==> src/rtl/wb_regfile.sv <==
// Writeback register plus 2^RFW x DW register file with two combinational operand reads.
// Latency: capture at N, commit at the end of N+1, array read sees the value from N+2. No backpressure.
// Optional WB_BYPASS_EN forwards the WB register to the reads; without it, a hazard flag stalls issue.
module wb_regfile #(
  parameter int RFW = 5,
  parameter int IMW = 4,
  parameter int DW  = 32,
  parameter int IW  = 32
) (
  input  logic           clk,
  input  logic           rst,
  input  logic           ex_valid,
  input  logic [IW-1:0]  ex_inst,
  input  logic [DW-1:0]  ex_data,
  input  logic [IW-1:0]  id_inst,
  output logic [DW-1:0]  dataA,
  output logic [DW-1:0]  dataB,
  output logic           hazard,
  output logic           wb_valid,
  output logic [RFW-1:0] wb_addr,
  output logic [DW-1:0]  wb_data,
  output logic [31:0]    retire_cnt
);

  localparam int DEST_MSB = IW - IMW - 1;
  localparam int SRCA_MSB = DEST_MSB - RFW;
  localparam int SRCB_MSB = SRCA_MSB - RFW;
  localparam int NREGS    = 2 ** RFW;

  logic [DW-1:0]  regs [NREGS];
  logic [IMW-1:0] ex_op;
  logic [RFW-1:0] ex_dest;
  logic [RFW-1:0] srca;
  logic [RFW-1:0] srcb;
  logic           capture;
  logic           commit;
  logic [DW-1:0]  arr_a;
  logic [DW-1:0]  arr_b;
  logic           hit_a;
  logic           hit_b;

  assign ex_op   = ex_inst[IW-1 -: IMW];
  assign ex_dest = ex_inst[DEST_MSB -: RFW];
  assign srca    = id_inst[SRCA_MSB -: RFW];
  assign srcb    = id_inst[SRCB_MSB -: RFW];
  assign capture = ex_valid && (ex_op != '0);
  assign commit  = wb_valid && (wb_addr != '0);

  // Fields of the instructions that this stage does not decode.
  logic unused_fields;
  assign unused_fields = ^{ex_inst[SRCA_MSB:0], id_inst[IW-1:SRCA_MSB+1], id_inst[SRCB_MSB-RFW:0]};

  always_ff @(posedge clk or posedge rst) begin
    if (rst) begin
      wb_valid   <= 1'b0;
      wb_addr    <= '0;
      wb_data    <= '0;
      retire_cnt <= '0;
    end else begin
      wb_valid <= capture;
      if (capture) begin
        wb_addr <= ex_dest;
        wb_data <= ex_data;
      end
      if (wb_valid)
        retire_cnt <= retire_cnt + 32'd1;
    end
  end

  // The pending WB entry commits on the same edge a new result is captured.
  always_ff @(posedge clk or posedge rst) begin
    if (rst) begin
      for (int i = 0; i < NREGS; i++)
        regs[i] <= '0;
    end else if (commit) begin
      regs[wb_addr] <= wb_data;
    end
  end

  assign arr_a = (srca == '0) ? '0 : regs[srca];
  assign arr_b = (srcb == '0) ? '0 : regs[srcb];
  assign hit_a = commit && (wb_addr == srca);
  assign hit_b = commit && (wb_addr == srcb);

`ifdef WB_BYPASS_EN
  assign dataA  = hit_a ? wb_data : arr_a;
  assign dataB  = hit_b ? wb_data : arr_b;
  assign hazard = 1'b0;
`else
  assign dataA  = arr_a;
  assign dataB  = arr_b;
  assign hazard = hit_a || hit_b;
`endif

endmodule

==> config.mk <==
export PLATFORM = sky130hd
export DESIGN_NAME = wb_regfile
export DESIGN_NICKNAME = d
export VERILOG_FILES = /design/src/rtl/wb_regfile.sv
export SDC_FILE = /design/constraint.sdc
export NUM_CORES = 2
export LEC_CHECK = 0
export CORE_ASPECT_RATIO = 1.1
export CORE_MARGIN = 1
export CORE_UTILIZATION = 56
export CTS_CLUSTER_SIZE = 8
export DETAILED_ROUTE_END_ITERATION = 10
export HOLD_SLACK_MARGIN = 0.08
export PLACE_DENSITY = 0.73
export REMOVE_ABC_BUFFERS = 1
export SLEW_MARGIN = 40
export SYNTH_ARGS = -nofsm -noshare
export SYNTH_HDL_FRONTEND = slang
export SYNTH_SLANG_ARGS = --single-unit
==> constraint.sdc <==
create_clock -name clk -period 32.7 [get_ports clk]
set_input_delay 3.27 -clock clk [delete_from_list [all_inputs] [get_ports clk]]
set_output_delay 3.27 -clock clk [all_outputs]
set_load 0.005 [all_outputs]
; Word-level counts from Yosys, hierarchy flattened
; Cells that the tools add are included.
[totals]
regBits = 1094
output_inout_bits = 135
word_cells = 67
[op_classes]
add_sub_neg = 1
n_lt_le_gt_ge = 4
eq_ne = 2
mux = 11
n_bitwise = 3
n_reduce_logical = 10
[op_table]
columns = operator, count
row1 = 1024-bit bitwise mux, 1
row2 = 32-bit binary-select mux with 5-bit select, 2
row3 = 32-bit 2-to-1 mux, 7
row4 = 32-bit demux with 5-bit select, 1
row5 = 32-bit by 1-bit adder with 32-bit output (second input constant), 1
row6 = 6-bit >= comparator (second input constant), 3
row7 = 5-bit inverter with 6-bit output, 3
row8 = 5-bit == test, 2
row9 = 5-bit zero test, 2
row10 = 6-bit by 1-bit < comparator with 1-bit output (second input constant), 1
row11 = 1-bit logical AND, 5
row12 = 5-bit nonzero test, 1
row13 = 4-bit nonzero test, 1
row14 = 1-bit logical OR, 1

; Depth between registers and ports, before layout
[logic_depth]
ltp_word = 6
mapped_depth = 9

; Worst setup path after synthesis
; Ideal clock, no wire load.
[synth_path]
kind = input to output
start = input id_inst[18]
end = output dataA[14]
arrival_time_ns = 4.822
required_time_ns = 29.430
path_slack_ns = 24.608
cell_stages = 6
path_buffers = 3
cell_sequence = buf_6 -> buf_6 -> buf_2 -> mux4_2 -> a2111oi_0 -> nor3_1
[synth_via]
elab_chain_len = 5
elab_cells_between_ends = 6
classes_between = 4 x mux / 1 x bitwise / 1 x reduce/logical
[synth_lines]
columns = element, line
row1 = "start, declared", 15  ; input logic [IW-1:0] id_inst,
row2 = 5-bit inverter with 6-bit output (implied by the code), 80  ; assign arr_a = (srca == '0) ? '0 : regs[srca];
row3 = 32-bit binary-select mux with 5-bit select, 80
row4 = 32-bit 2-to-1 mux (implied by the code) (2 in series), 80
row5 = 32-bit 2-to-1 mux *, 80
row6 = "end, declared", 16  ; output logic [DW-1:0] dataA,
; Every way passes the cells marked *; elsewhere a longest branch is shown, timed or not. The select of a mux whose other input is x is not followed.

; Worst setup path after layout
[layout_path]
start = input id_inst[14]
end = output dataB[17]
[layout_via]
elab_chain_len = 5
elab_cells_between_ends = 6
classes_between = 4 x mux / 1 x bitwise / 1 x reduce/logical
[layout_lines]
columns = element, line
row1 = 5-bit inverter with 6-bit output (implied by the code), 81  ; assign arr_b = (srcb == '0) ? '0 : regs[srcb];
row2 = 32-bit binary-select mux with 5-bit select, 81
row3 = 32-bit 2-to-1 mux (implied by the code) (2 in series), 81
row4 = 32-bit 2-to-1 mux *, 81
row5 = "end, declared", 17  ; output logic [DW-1:0] dataB,
; Marks and branches as above.

==> flow_metrics.tcl <==
set metrics [dict create \
    seqPwrFrac_pct 45.5 \
    leakagePower_nw 28.8 \
    routed_wl_um 170000 \
    max-cap-violations 0 \
    root_buffer "clkbuf_16" \
    numCtsBuffers 154 \
    yosysTopAreaCell "dfrtp_1" \
    dr.pass1.iters 5 \
    synth-seq-area-share_pct 47.7 \
    placementRows 122 \
    ys_warn_count 0 \
    postSynthAreaPerCell_sq_um 14.3 \
    critPathMaxFanout 46 \
    synth_top_area_share_pct 47.7 \
    swShare_pct 28.0 \
    end_kind "output pin" \
    via_per_inst 6.93 \
    cts_sinks 1094 \
    drc 0 \
    cp_slowest_cell "buf_4" \
    yosysMostFrequentCell "dfrtp_1" \
    cp_data_required_time_ps 29430 \
    cp.arrival_ps 7890 \
    synth_edf_count 0 \
    async_flop_share_pct 100 \
    power.switching_mw 1.23 \
    post_cts_resized 0 \
    antenna_cells 0 \
    worstSkewPairLatency_ps 760 \
    p_total_mw 4.38 \
    synth_seq_cells 1094 \
    grt_pass1_vias 38670 \
    fin_crit_sh_pct 34.1 \
    cts_tree "yes" \
    die_w_um 307 \
    vias 37511 \
    syn_inst 4009 \
    syn-cell-area_sq_mm 0.0574 \
    dr.first_iter.drc_count 3495 \
    drtAntennaViolNets 0 \
    ioPinCount 234 \
    htreeDepth 4 \
    postCtsSetupBuffers 0 \
    postCtsHoldBufs 0 \
    crit_type "in -> out" \
    power_frac_clock_pct 32.9 \
    grt_pass1_wl_um 255000 \
    die-area_sq_mm 0.104 \
    cp-start-kind "input port" \
    hold_viol_final 0 \
    finalMaxSlewViolations 0 \
    die-height_um 338 \
    initial_core_util_pct 56.8 \
    max_slew.worst_pin.slew_ps 926 \
    rsz0062_at_grt "false" \
    clockBufferDepth 3 \
    max_clock_freq_mhz 89.6 \
    critPathMaxStageDelay_ps 740 \
    ys_types 48 \
    slew_headroom_pct 38.3 \
    p_comb_share_pct 21.6 \
    path_cells "buf_8 -> buf_4 -> buf_4 -> buf_6 -> or3_1 -> buf_4 -> a31oi_1 -> nor4_1 -> clkdlybuf4s50_1" \
    coreArea_sq_mm 0.101 \
    power.internal_mw 3.15 \
    finClkSkew_ps 25.4 \
    io_buffers 188 \
    drt-wirelength-per-cell_um 31.5 \
    detailed_place_hpwl_um 97500 \
    placed_cell_area_sq_mm 0.0600 \
    syn_to_final_growth_pct 12.0 \
    globalplace.congestion 0.825 \
    finalNetCount 4116 \
    period_needed_ps 11160 \
    synth-main-ff-cell "dfrtp_1" \
    synth_common_cells "dfrtp_1, mux2_2, mux4_2" \
    antenna_found_initial 1 \
    final_area_sq_mm 0.0643 \
    irDropWorstVdd_mv 0.0566 \
    holdWs_ps 397 \
    drive_above_1_share_pct 42.8 \
    setup_viol 0 \
    grt_usage_pct 33.4 \
    cpMostUsedCell "buf_4" \
    grt-ovfl-total 0 \
    yosys-top-cells-area "dfrtp_1, mux2_2, mux4_2" \
    status "complete, no violations" \
    cts.clk_slew.worst_paths_ps 50 \
    utilization_pct 63.7 \
    hp-class "reg -> reg" \
    grt_max_degree 164 \
    powerDensity_mw_per_mm2 68.0 \
]
## critical path: cells and delay by family
kind	cells	cell delay (ps)
buffers and inverters	6	3350
and+or+nand+nor	2	890
AOI/OAI and AO/OA	1	190
## flip-flops by register name (all words and copies together), names as in the netlist
signal / count
wb_addr: 5
retire_cnt: 32
regs: 1024
wb_valid: 1
wb_data: 32
## worst paths after layout
path,start,endpoint,slack (ps),depth (start not counted)
setup / recovery,id_inst[14],dataB[17],21540,9
hold / removal,regs[1002],regs[1002],400,0
setup reg to reg,wb_addr[3],regs[875],29410,5
hold reg to reg,regs[1002],regs[1002],400,0
max in group asynchronous,rst,regs[308],27030,7
min in group asynchronous,rst,wb_data[27],3040,2
## cells in the final DEF (no fill, tap or decap), drive strengths merged, types with 3 or more instances in the layout
cell type / synthesis / layout
nor2b: 40 / 40
a22o: 63 / 63
clkinv: 0 / 6
a211oi: 64 / 64
a2111oi: 32 / 32
nand3b: 6 / 6
and4: 5 / 5
a21oi: 33 / 33
clkdlybuf4s50: 0 / 180
a31oi: 15 / 15
nor3: 51 / 51
nor3b: 3 / 3
buf: 206 / 120
and2: 8 / 8
nand4b: 3 / 3
xnor2: 33 / 33
nand3: 14 / 14
o32ai: 3 / 3
a22oi: 94 / 94
clkbuf: 244 / 178
nor4: 18 / 18
nor2: 18 / 18
mux2i: 316 / 316
inv: 3 / 9
nand4: 17 / 17
o221ai: 32 / 32
and3: 11 / 11
nand2: 139 / 139
mux2: 1010 / 1010
o22ai: 46 / 46
xor2: 8 / 8
dfrtp: 1094 / 1094
mux4: 368 / 368
## cell type report
type                            instances  area, sq um
Tap cell                             1364         1710
Sequential cell                      1094        27400
Multi-Input combinational cell       2462        28100
Clock inverter                         12          186
Inverter                                3         23.8
Timing Repair Buffer                  301         2960
Clock buffer                          177         4000
Fill cell                            7575        36700
## metal layers
layer / GRT usage [%] / vias to the layer above / part of all wire [%]
met2: 53.6 / 1737 / 48
met1: 44.0 / 19985 / 39
li1: - / 15334 / -
met5: 0 / - / 0
met4: 16.0 / 0 / 5.0
met3: 6.45 / 455 / 7.7
## power groups by stage
stage	Clock [mW]	Sequential, mW	Combinational [mW]
finish	1.44	1.99	0.944
global route	1.51	2.03	1.02
CTS	1.46	1.98	0.945
detailed placement	0	2.00	0.939
global placement	0	1.98	0.908
floorplan	0	1.91	0.700
## cells by family after synthesis
group	Yosys count	share of synthesized area (%)
adder cells (fa/ha/maj)	1	0.0218
flip-flops	1094	47.7
buffers and inverters	453	3.86
AND/OR/NAND/NOR	343	3.00
AO/OA/AOI/OAI	383	5.07
XOR/XNOR	41	0.625
multiplexers	1694	39.7
## per-stage QoR
stage | setup WS (ps) | setup TNS, ps | cells
2_1_floorplan | -1370 | -1500070 | 3559
3_3_place_gp | 20950 | 0 | 5215
3_5_place_dp | 21630 | 0 | 5219
4_1_cts | 21610 | 0 | 5408
5_1_grt | 21390 | 0 | 5413
6_report | 21540 | 0 | 5413
Note: power is estimated with default switching activity, not from simulation.
